### src/rtl/qam_pkg.sv
// Shared definitions for the QAM symbol upsampler: widths, I/Q slicing and state encoding.
package qam_pkg;

    localparam int unsigned DATA_WIDTH_DEF = 32;

    // Legal range of output samples per symbol
    localparam int unsigned UPSAMPLE_MIN = 2;
    localparam int unsigned UPSAMPLE_MAX = 16;

    // I occupies the low half of a symbol, Q the high half
    localparam int unsigned I_LSB = 0;

    typedef enum logic {
        ST_IDLE,
        ST_EMIT
    } state_t;

    function automatic int unsigned q_lsb(input int unsigned dw);
        return dw / 2;
    endfunction

    function automatic bit upsample_legal(input int unsigned u);
        return (u >= UPSAMPLE_MIN) && (u <= UPSAMPLE_MAX);
    endfunction

endpackage

### src/rtl/qam_sym_upsampler_if.sv
// AXI-Stream link carrying packed I/Q symbols or samples.
interface qam_sym_upsampler_if
    import qam_pkg::*;
#(
    parameter int unsigned DATA_WIDTH = DATA_WIDTH_DEF
);

    logic [DATA_WIDTH-1:0] TDATA;
    logic                  TVALID;
    logic                  TREADY;
    logic                  TLAST;

    modport master (
        output TDATA,
        output TVALID,
        output TLAST,
        input  TREADY
    );

    modport slave (
        input  TDATA,
        input  TVALID,
        input  TLAST,
        output TREADY
    );

endinterface

### src/rtl/qam_sym_upsampler.sv
// Expands each accepted I/Q symbol into UPSAMPLE output samples, either zero-stuffed or held,
// with a single symbol buffer and back-pressure on both streams.
module qam_sym_upsampler
    import qam_pkg::*;
#(
    parameter int unsigned DATA_WIDTH = DATA_WIDTH_DEF,
    parameter int unsigned UPSAMPLE   = 4
) (
    input  logic                 ACLK,
    input  logic                 ARESET,
    input  logic                 hold_mode,
    qam_sym_upsampler_if.slave   s_axis,
    qam_sym_upsampler_if.master  m_axis,
    output logic [15:0]          overrun_cnt
);

    if (!upsample_legal(UPSAMPLE)) begin : g_bad_upsample
        $error("qam_sym_upsampler: UPSAMPLE must be within 2..16");
    end

    localparam int unsigned     PW      = $clog2(UPSAMPLE);
    localparam logic [PW-1:0]   PH_LAST = PW'(UPSAMPLE - 1);

    state_t                r_state;
    logic [PW-1:0]         r_ph;
    logic [DATA_WIDTH-1:0] r_data;
    logic                  r_last;
    logic                  r_hold;
    logic [15:0]           r_ovr;

    state_t                w_state_nxt;
    logic [PW-1:0]         w_ph_nxt;
    logic [DATA_WIDTH-1:0] w_data_nxt;
    logic                  w_last_nxt;
    logic                  w_hold_nxt;
    logic [15:0]           w_ovr_nxt;

    logic w_emit;
    logic w_ph_last;
    logic w_s_ready;
    logic w_s_acc;
    logic w_m_acc;

    // Ready depends on downstream ready only (never on input valid) so a reload can
    // happen in the same cycle the last phase leaves.
    assign w_emit    = (r_state == ST_EMIT);
    assign w_ph_last = (r_ph == PH_LAST);
    assign w_s_ready = !w_emit || (w_ph_last && m_axis.TREADY);
    assign w_s_acc   = s_axis.TVALID && w_s_ready;
    assign w_m_acc   = w_emit && m_axis.TREADY;

    assign s_axis.TREADY = w_s_ready;
    assign m_axis.TVALID = w_emit;
    assign m_axis.TDATA  = (w_emit && ((r_ph == '0) || r_hold)) ? r_data : '0;
    assign m_axis.TLAST  = w_emit && r_last && w_ph_last;
    assign overrun_cnt   = r_ovr;

    // Next-state: symbol load wins over phase advance; last phase without reload goes idle
    always_comb begin
        w_state_nxt = r_state;
        w_ph_nxt    = r_ph;
        w_data_nxt  = r_data;
        w_last_nxt  = r_last;
        w_hold_nxt  = r_hold;
        w_ovr_nxt   = r_ovr;

        if (w_s_acc) begin
            w_state_nxt = ST_EMIT;
            w_ph_nxt    = '0;
            w_data_nxt  = s_axis.TDATA;
            w_last_nxt  = s_axis.TLAST;
            w_hold_nxt  = hold_mode;
        end else if (w_m_acc) begin
            if (w_ph_last) begin
                w_state_nxt = ST_IDLE;
                w_ph_nxt    = '0;
            end else begin
                w_ph_nxt    = r_ph + PW'(1);
            end
        end

        if (w_emit && !m_axis.TREADY && (r_ovr != 16'hFFFF)) begin
            w_ovr_nxt = r_ovr + 16'd1;
        end
    end

    // State register with synchronous reset that discards any held symbol
    always_ff @(posedge ACLK) begin
        if (ARESET) begin
            r_state <= ST_IDLE;
            r_ph    <= '0;
            r_data  <= '0;
            r_last  <= 1'b0;
            r_hold  <= 1'b0;
            r_ovr   <= '0;
        end else begin
            r_state <= w_state_nxt;
            r_ph    <= w_ph_nxt;
            r_data  <= w_data_nxt;
            r_last  <= w_last_nxt;
            r_hold  <= w_hold_nxt;
            r_ovr   <= w_ovr_nxt;
        end
    end

endmodule

### src/flat_wrapper.sv
// flat-port wrapper written by rule: the top's interface ports become plain ports
module qam_sym_upsampler_flat import qam_pkg::*;
#(
    parameter int unsigned DATA_WIDTH = DATA_WIDTH_DEF,
    parameter int unsigned UPSAMPLE   = 4
)
  (ACLK, ARESET, hold_mode, overrun_cnt, s_axis_TDATA, s_axis_TVALID, s_axis_TLAST, s_axis_TREADY, m_axis_TDATA, m_axis_TVALID, m_axis_TLAST, m_axis_TREADY);
  qam_sym_upsampler_if #(.DATA_WIDTH(DATA_WIDTH)) s_axis_i ();
  qam_sym_upsampler_if #(.DATA_WIDTH(DATA_WIDTH)) m_axis_i ();
  input  logic ACLK;
  input  logic ARESET;
  input  logic hold_mode;
  output logic [15:0] overrun_cnt;
  input wire logic [$bits(s_axis_i.TDATA)-1:0] s_axis_TDATA;
  input wire logic [$bits(s_axis_i.TVALID)-1:0] s_axis_TVALID;
  input wire logic [$bits(s_axis_i.TLAST)-1:0] s_axis_TLAST;
  output wire logic [$bits(s_axis_i.TREADY)-1:0] s_axis_TREADY;
  output wire logic [$bits(m_axis_i.TDATA)-1:0] m_axis_TDATA;
  output wire logic [$bits(m_axis_i.TVALID)-1:0] m_axis_TVALID;
  output wire logic [$bits(m_axis_i.TLAST)-1:0] m_axis_TLAST;
  input wire logic [$bits(m_axis_i.TREADY)-1:0] m_axis_TREADY;
  assign s_axis_i.TDATA = s_axis_TDATA;
  assign s_axis_i.TVALID = s_axis_TVALID;
  assign s_axis_i.TLAST = s_axis_TLAST;
  assign s_axis_TREADY = s_axis_i.TREADY;
  assign m_axis_TDATA = m_axis_i.TDATA;
  assign m_axis_TVALID = m_axis_i.TVALID;
  assign m_axis_TLAST = m_axis_i.TLAST;
  assign m_axis_i.TREADY = m_axis_TREADY;
  qam_sym_upsampler #(.DATA_WIDTH(DATA_WIDTH), .UPSAMPLE(UPSAMPLE)) u_core (.ACLK(ACLK), .ARESET(ARESET), .hold_mode(hold_mode), .s_axis(s_axis_i), .m_axis(m_axis_i), .overrun_cnt(overrun_cnt));
endmodule
### config.mk
export PLATFORM = sky130hd
export DESIGN_NAME = qam_sym_upsampler_flat
export DESIGN_NICKNAME = d
export VERILOG_FILES = /design/src/rtl/qam_pkg.sv /design/src/rtl/qam_sym_upsampler_if.sv /design/src/rtl/qam_sym_upsampler.sv /design/src/flat_wrapper.sv
export SDC_FILE = /design/constraint.sdc
export NUM_CORES = 1
export LEC_CHECK = 0
export CAP_MARGIN = 20
export CORE_AREA = 5 5 93 73
export DETAILED_ROUTE_END_ITERATION = 6
export DIE_AREA = 0 0 98 78
export PLACE_DENSITY_LB_ADDON = 0.05
export SLEW_MARGIN = 20
export SYNTH_ARGS = -nofsm -noshare
export SYNTH_HDL_FRONTEND = slang
export SYNTH_SLANG_ARGS = --single-unit
### constraint.sdc
create_clock -name ACLK -period 2.67 [get_ports ACLK]
set_clock_uncertainty 0.05 [all_clocks]
set_input_delay 0.534 -clock ACLK [delete_from_list [all_inputs] [get_ports ACLK]]
set_output_delay 0.534 -clock ACLK [all_outputs]
set_load 0.02 [all_outputs]
After elaboration in Yosys (flattened, before gate mapping)
Index checks and enable logic that the tools add are counted.
{ "word_totals": {"regBits": 53, "latch_bits": 0, "ramBits": 0, "mem_bits_ro": 0, "inputBits": 38, "output_inout_bits": 51, "wordCells": 32, "n_memories": 0} }
{ "classes": {"n_addsub": 2, "multipliers": 0, "n_div": 0, "n_lt_le_gt_ge": 0, "eq_ne": 2, "shifts": 0, "n_mux": 5, "bitwise_logic": 0, "n_reduce_logical": 17} }
{ "op_table": {"columns": ["operator", "count"], "rows": [
  ["two-way mux 32 bit", 1],
  ["adder 16 x 1 -> 16 bit (second input constant)", 1],
  ["inequality test 16 bit (second input constant)", 1],
  ["logical AND 1 bit", 8],
  ["nonzero test 2 bit", 2],
  ["two-way mux 1 bit", 3],
  ["adder 2 x 1 -> 2 bit (second input constant)", 1],
  ["== test 2 bit (second input constant)", 1],
  ["logical NOT 1 bit", 2],
  ["logical NOT 2 bit", 1],
  ["logical OR 1 bit", 2],
  ["two-way mux 2 bit", 1],
  ["AND reduction 2 bit", 1],
  ["OR reduction 2 bit", 1]
]} }

Longest topological paths before layout
{ "logic_depth": {"depth_word": 6, "depth_mapped": 7, "ltp_nobuf": 5} }

Least setup slack after synthesis
No wires, ideal clock.
{ "synth_timing": {"kind": "register -> register", "from": "reg u_core.r_ovr[0], in the netlist u_core.overrun_cnt[0]", "to": "reg u_core.r_ovr[14], in the netlist u_core.overrun_cnt[14]", "setup_ns": 0.121, "arrival_time_ns": 1.662, "required_time_ns": 2.499, "slack_ns": 0.838, "stages_incl_launch_ff": 6, "n_path_buf": 0, "period_less_slack_ns": 1.832, "path_cell_list": "dfxtp_1 -> ha_1 -> nand3b_1 -> nor3_1 -> nor3b_1 -> mux2_2"} }
{ "synth_via": {"elab_chain_len": 2, "elab_cells_between_ends": 3, "cone_classes": "1 x add/sub; 1 x eq/ne; 1 x reduce/logical"} }
{ "synth_rtl": {"columns": ["element", "line", "rtl"], "rows": [
  ["start, declared", "qam_sym_upsampler.sv:29", "logic [15:0] r_ovr;"],
  ["start signal, assigned", "qam_sym_upsampler.sv:102", "r_ovr <= w_ovr_nxt;"],
  ["parallel branches: the longest is 2 deep, another holds adder 16 x 1 -> 16 bit", null, null]
]} }
Several ways; the timed one is not identified.
A chain may end at the register's enable or synchronous reset.

Worst setup path after layout
{ "layout_timing": {"from": "in m_axis_TREADY", "to": "out s_axis_TREADY"} }
{ "layout_via": {"elab_chain_len": 2} }
{ "layout_rtl": {"columns": ["element", "line", "rtl"], "rows": [
  ["start, declared", "flat_wrapper.sv:21", "input wire logic [$bits(m_axis_i.TREADY)-1:0] m_axis_TREADY;"],
  ["logical AND 1 bit", "qam_sym_upsampler.sv:48", "assign w_s_ready = !w_emit || (w_ph_last && m_axis.TREADY);"],
  ["logical OR 1 bit", "qam_sym_upsampler.sv:48", null],
  ["end, declared", "flat_wrapper.sv:17", "output wire logic [$bits(s_axis_i.TREADY)-1:0] s_axis_TREADY;"]
]} }
No other way between the ends.

==> flow_summary.json <==
{
  "seq_area_um2": 1060,
  "drive_gt1_share_pct": 6.67,
  "whs_path_depth": 2,
  "drv_cap": 0,
  "port_buffers": 88,
  "cts_buffers": 5,
  "n_fill_cell": 535,
  "drt-total-wl_um": 6640,
  "cts_tree": "yes",
  "status": "complete, no violations",
  "postCtsSetupBuffers": 0,
  "ys_types": 49,
  "grt_max_degree": 36,
  "clock_latency_ns": 0.30,
  "syn_avg_cell_area_um2": 7.90,
  "die_area_um2": 7640,
  "fp.dieH_um": 78,
  "slew_headroom_pct": 63.8,
  "layout_commonest_cell": "nand2_1",
  "path_max_fanout": 5,
  "yosys_warnings": 0,
  "clockBufferDepth": 2,
  "syn_inst": 320,
  "fin_hold_ws_ns": 0.401,
  "worstReg2RegStart": "u_core.overrun_cnt[2]$_SDFFE_PP0P_",
  "rsz0062_at_grt": "no",
  "ant_nets": 0,
  "worst_pin_slew_ns": 0.541,
  "post-route-period-util_pct": 94.5,
  "gp_congestion": 0.819,
  "grt_pass1_wl_um": 11200,
  "vias_per_cell": 5.06,
  "fin_tns_setup_ns": 0,
  "pwr_density_cell_nw_per_um2": 430,
  "rrSetupSlack_ns": 0.81,
  "cp-start-kind": "input pin",
  "dr_wl_met2_um": 3050,
  "overflow": 0,
  "hpwl_um": 4700,
  "synthToLayoutAreaGrowth_pct": 44.5,
  "multiInputGateArea_um2": 1340,
  "finalSetupViolCount": 0,
  "r2r_cells": 4,
  "ys_seq_area_share_pct": 42.0,
  "critPathKind": "input pin to output port",
  "cp.required_ns": 2.09,
  "fp.dieW_um": 98,
  "postCtsHoldBufs": 0,
  "netlist_area_um2": 2530,
  "slew_viol_final": 0,
  "synth_top_cell_area_share_pct": 42.0,
  "rows": 24,
  "crit_arrival_ns": 1.94,
  "vias": 2445,
  "cts_root_buf": "clkbuf_8",
  "diodes": 0,
  "cts.sinks": 53,
  "power.total_mw": 1.57,
  "endpoint_kind": "output port",
  "drc": 0,
  "ir_drop_mv": 0.288,
  "layout_common_cells": "nand2_1, clkdlybuf4s50_1, dfxtp_1, a21oi_1, and2_1",
  "postSynthNetCount": 361,
  "wire_per_inst_um": 13.7,
  "ios": 89,
  "top_layer": "met4",
  "hold_viol_final": 0,
  "final_util_pct": 63.7,
  "nets": 445,
  "min_from": "u_core.r_data[17]$_SDFFE_PP0P_",
  "synth-seq-cells": 53,
  "met1_length_um": 3010,
  "first_iter_violations": 131,
  "cts_max_level": 2,
  "min_to": "u_core.r_data[17]$_SDFFE_PP0P_",
  "fin_crit_ns": 2.52,
  "p_leak_nw": 1.89,
  "yosys.area.top_type": "dfxtp_1",
  "hp-class": "flop to flop",
  "dr_wl_met3_um": 542,
  "track_usage_pct": 17.5,
  "drtPass1Iterations": 4,
  "start_util_pct": 44.1,
  "core_area_um2": 5740,
  "synth_area_leaders": "dfxtp_1, nand2_1, and2_1",
  "max_freq_mhz": 396,
  "path_clk_slew_ns": 0.09,
  "r2r_end": "u_core.overrun_cnt[14]$_SDFFE_PP0P_",
  "antenna_found_initial": 0,
  "grt_pass1_vias": 2379
}
==> per-layer routing <==
layer / track usage [%] / vias to the layer above
met5: 0 / -
met4: 3.32 / 0
met3: 6.72 / 4
met2: 28.1 / 61
met1: 22.8 / 1127
li1: - / 1253
==> critical path, stage by stage <==
cell and delay [ns]:
clkdlybuf4s50_1 0.57, a21bo_2 0.21, clkdlybuf4s50_1 0.63
==> through the flow <==
step | cell area (µm²) | setup slack, ns | cells
floorplan | 2530 | 0.838 | 320
global placement | 3470 | 0.155 | 475
detailed placement | 3470 | 0.160 | 475
CTS | 3570 | 0.0302 | 483
global route | 3650 | 0.118 | 483
finish | 3650 | 0.146 | 483
==> cell usage after synthesis (all sizes together) <==
| master | instances |
|---|---|
| and2 | 34 |
| inv | 7 |
| a41o | 1 |
| clkbuf | 11 |
| nor3 | 3 |
| and4b | 1 |
| o31a | 1 |
| nand2b | 1 |
| nor3b | 2 |
| a311o | 2 |
| nand2 | 79 |
| a21bo | 1 |
| o31ai | 2 |
| nand4 | 4 |
| buf | 9 |
| and4 | 2 |
| nor2 | 10 |
| a311oi | 1 |
| nand3 | 7 |
| nor2b | 8 |
| mux2i | 2 |
| o211ai | 2 |
| a211oi | 4 |
| nand3b | 1 |
| o21ai | 5 |
| or3 | 2 |
| a31oi | 4 |
| o311ai | 1 |
| or2 | 1 |
| and3 | 3 |
| or4 | 3 |
| mux2 | 4 |
| a21oi | 40 |
| nor4 | 1 |
| o21a | 1 |
| ha | 3 |
| nand4b | 1 |
| or4b | 3 |
| dfxtp | 53 |
==> registers in the layout, indices dropped and copies added, names as in the netlist <==
signal	flops
u_core.m_axis.TVALID	1
u_core.overrun_cnt	16
u_core.r_data	32
u_core.r_hold	1
u_core.r_last	1
u_core.r_ph	2
==> final cells by class <==
cell class | instances | area share [%]
inverters | 7 | 0.720
well taps | 78 | 2.67
repair buffers | 97 | 28.0
flip-flops and latches | 53 | 29.1
clock inverters | 1 | 0.137
clock buffers | 7 | 2.64
multi-input cells | 240 | 36.7
==> cells by family (layout without fill, tap and decap cells) <==
family          after synthesis  in the layout  share of synthesized area, %
simple gates                166            166                          33.8
compound gates               65             65                          15.2
flops                        53             53                          42.0
buf+inv                      27            112                          4.95
mux                           6              6                          2.57
fa+ha+maj                     3              3                          1.49
==> report_power, final <==
group / leakage [nW] / total [mW] / internal [mW] / switching [mW]
combinational: 1.40 / 0.240 / 0.121 / 0.120
clock: 0.0542 / 0.488 / 0.235 / 0.254
sequential: 0.433 / 0.841 / 0.824 / 0.0174
==> worst max path at each step <==
stage,endpoint,start,cells after the start
2_1_floorplan,u_core.overrun_cnt[14]$_SDFFE_PP0P_,u_core.overrun_cnt[0]$_SDFFE_PP0P_,5
3_3_place_gp,s_axis_TREADY,m_axis_TREADY,3
3_5_place_dp,s_axis_TREADY,m_axis_TREADY,3
4_1_cts,m_axis_TDATA[15],u_core.r_ph[0]$_SDFFE_PP0P_,6
5_1_grt,s_axis_TREADY,m_axis_TREADY,3
6_report,s_axis_TREADY,m_axis_TREADY,3
==> timing repair <==
action,in CTS,in global routing
gates resized for setup,0,32
hold endpoints to repair,0,0
endpoints found under the setup margin,0,32
No activity file was read; power rests on OpenSTA's default activity.
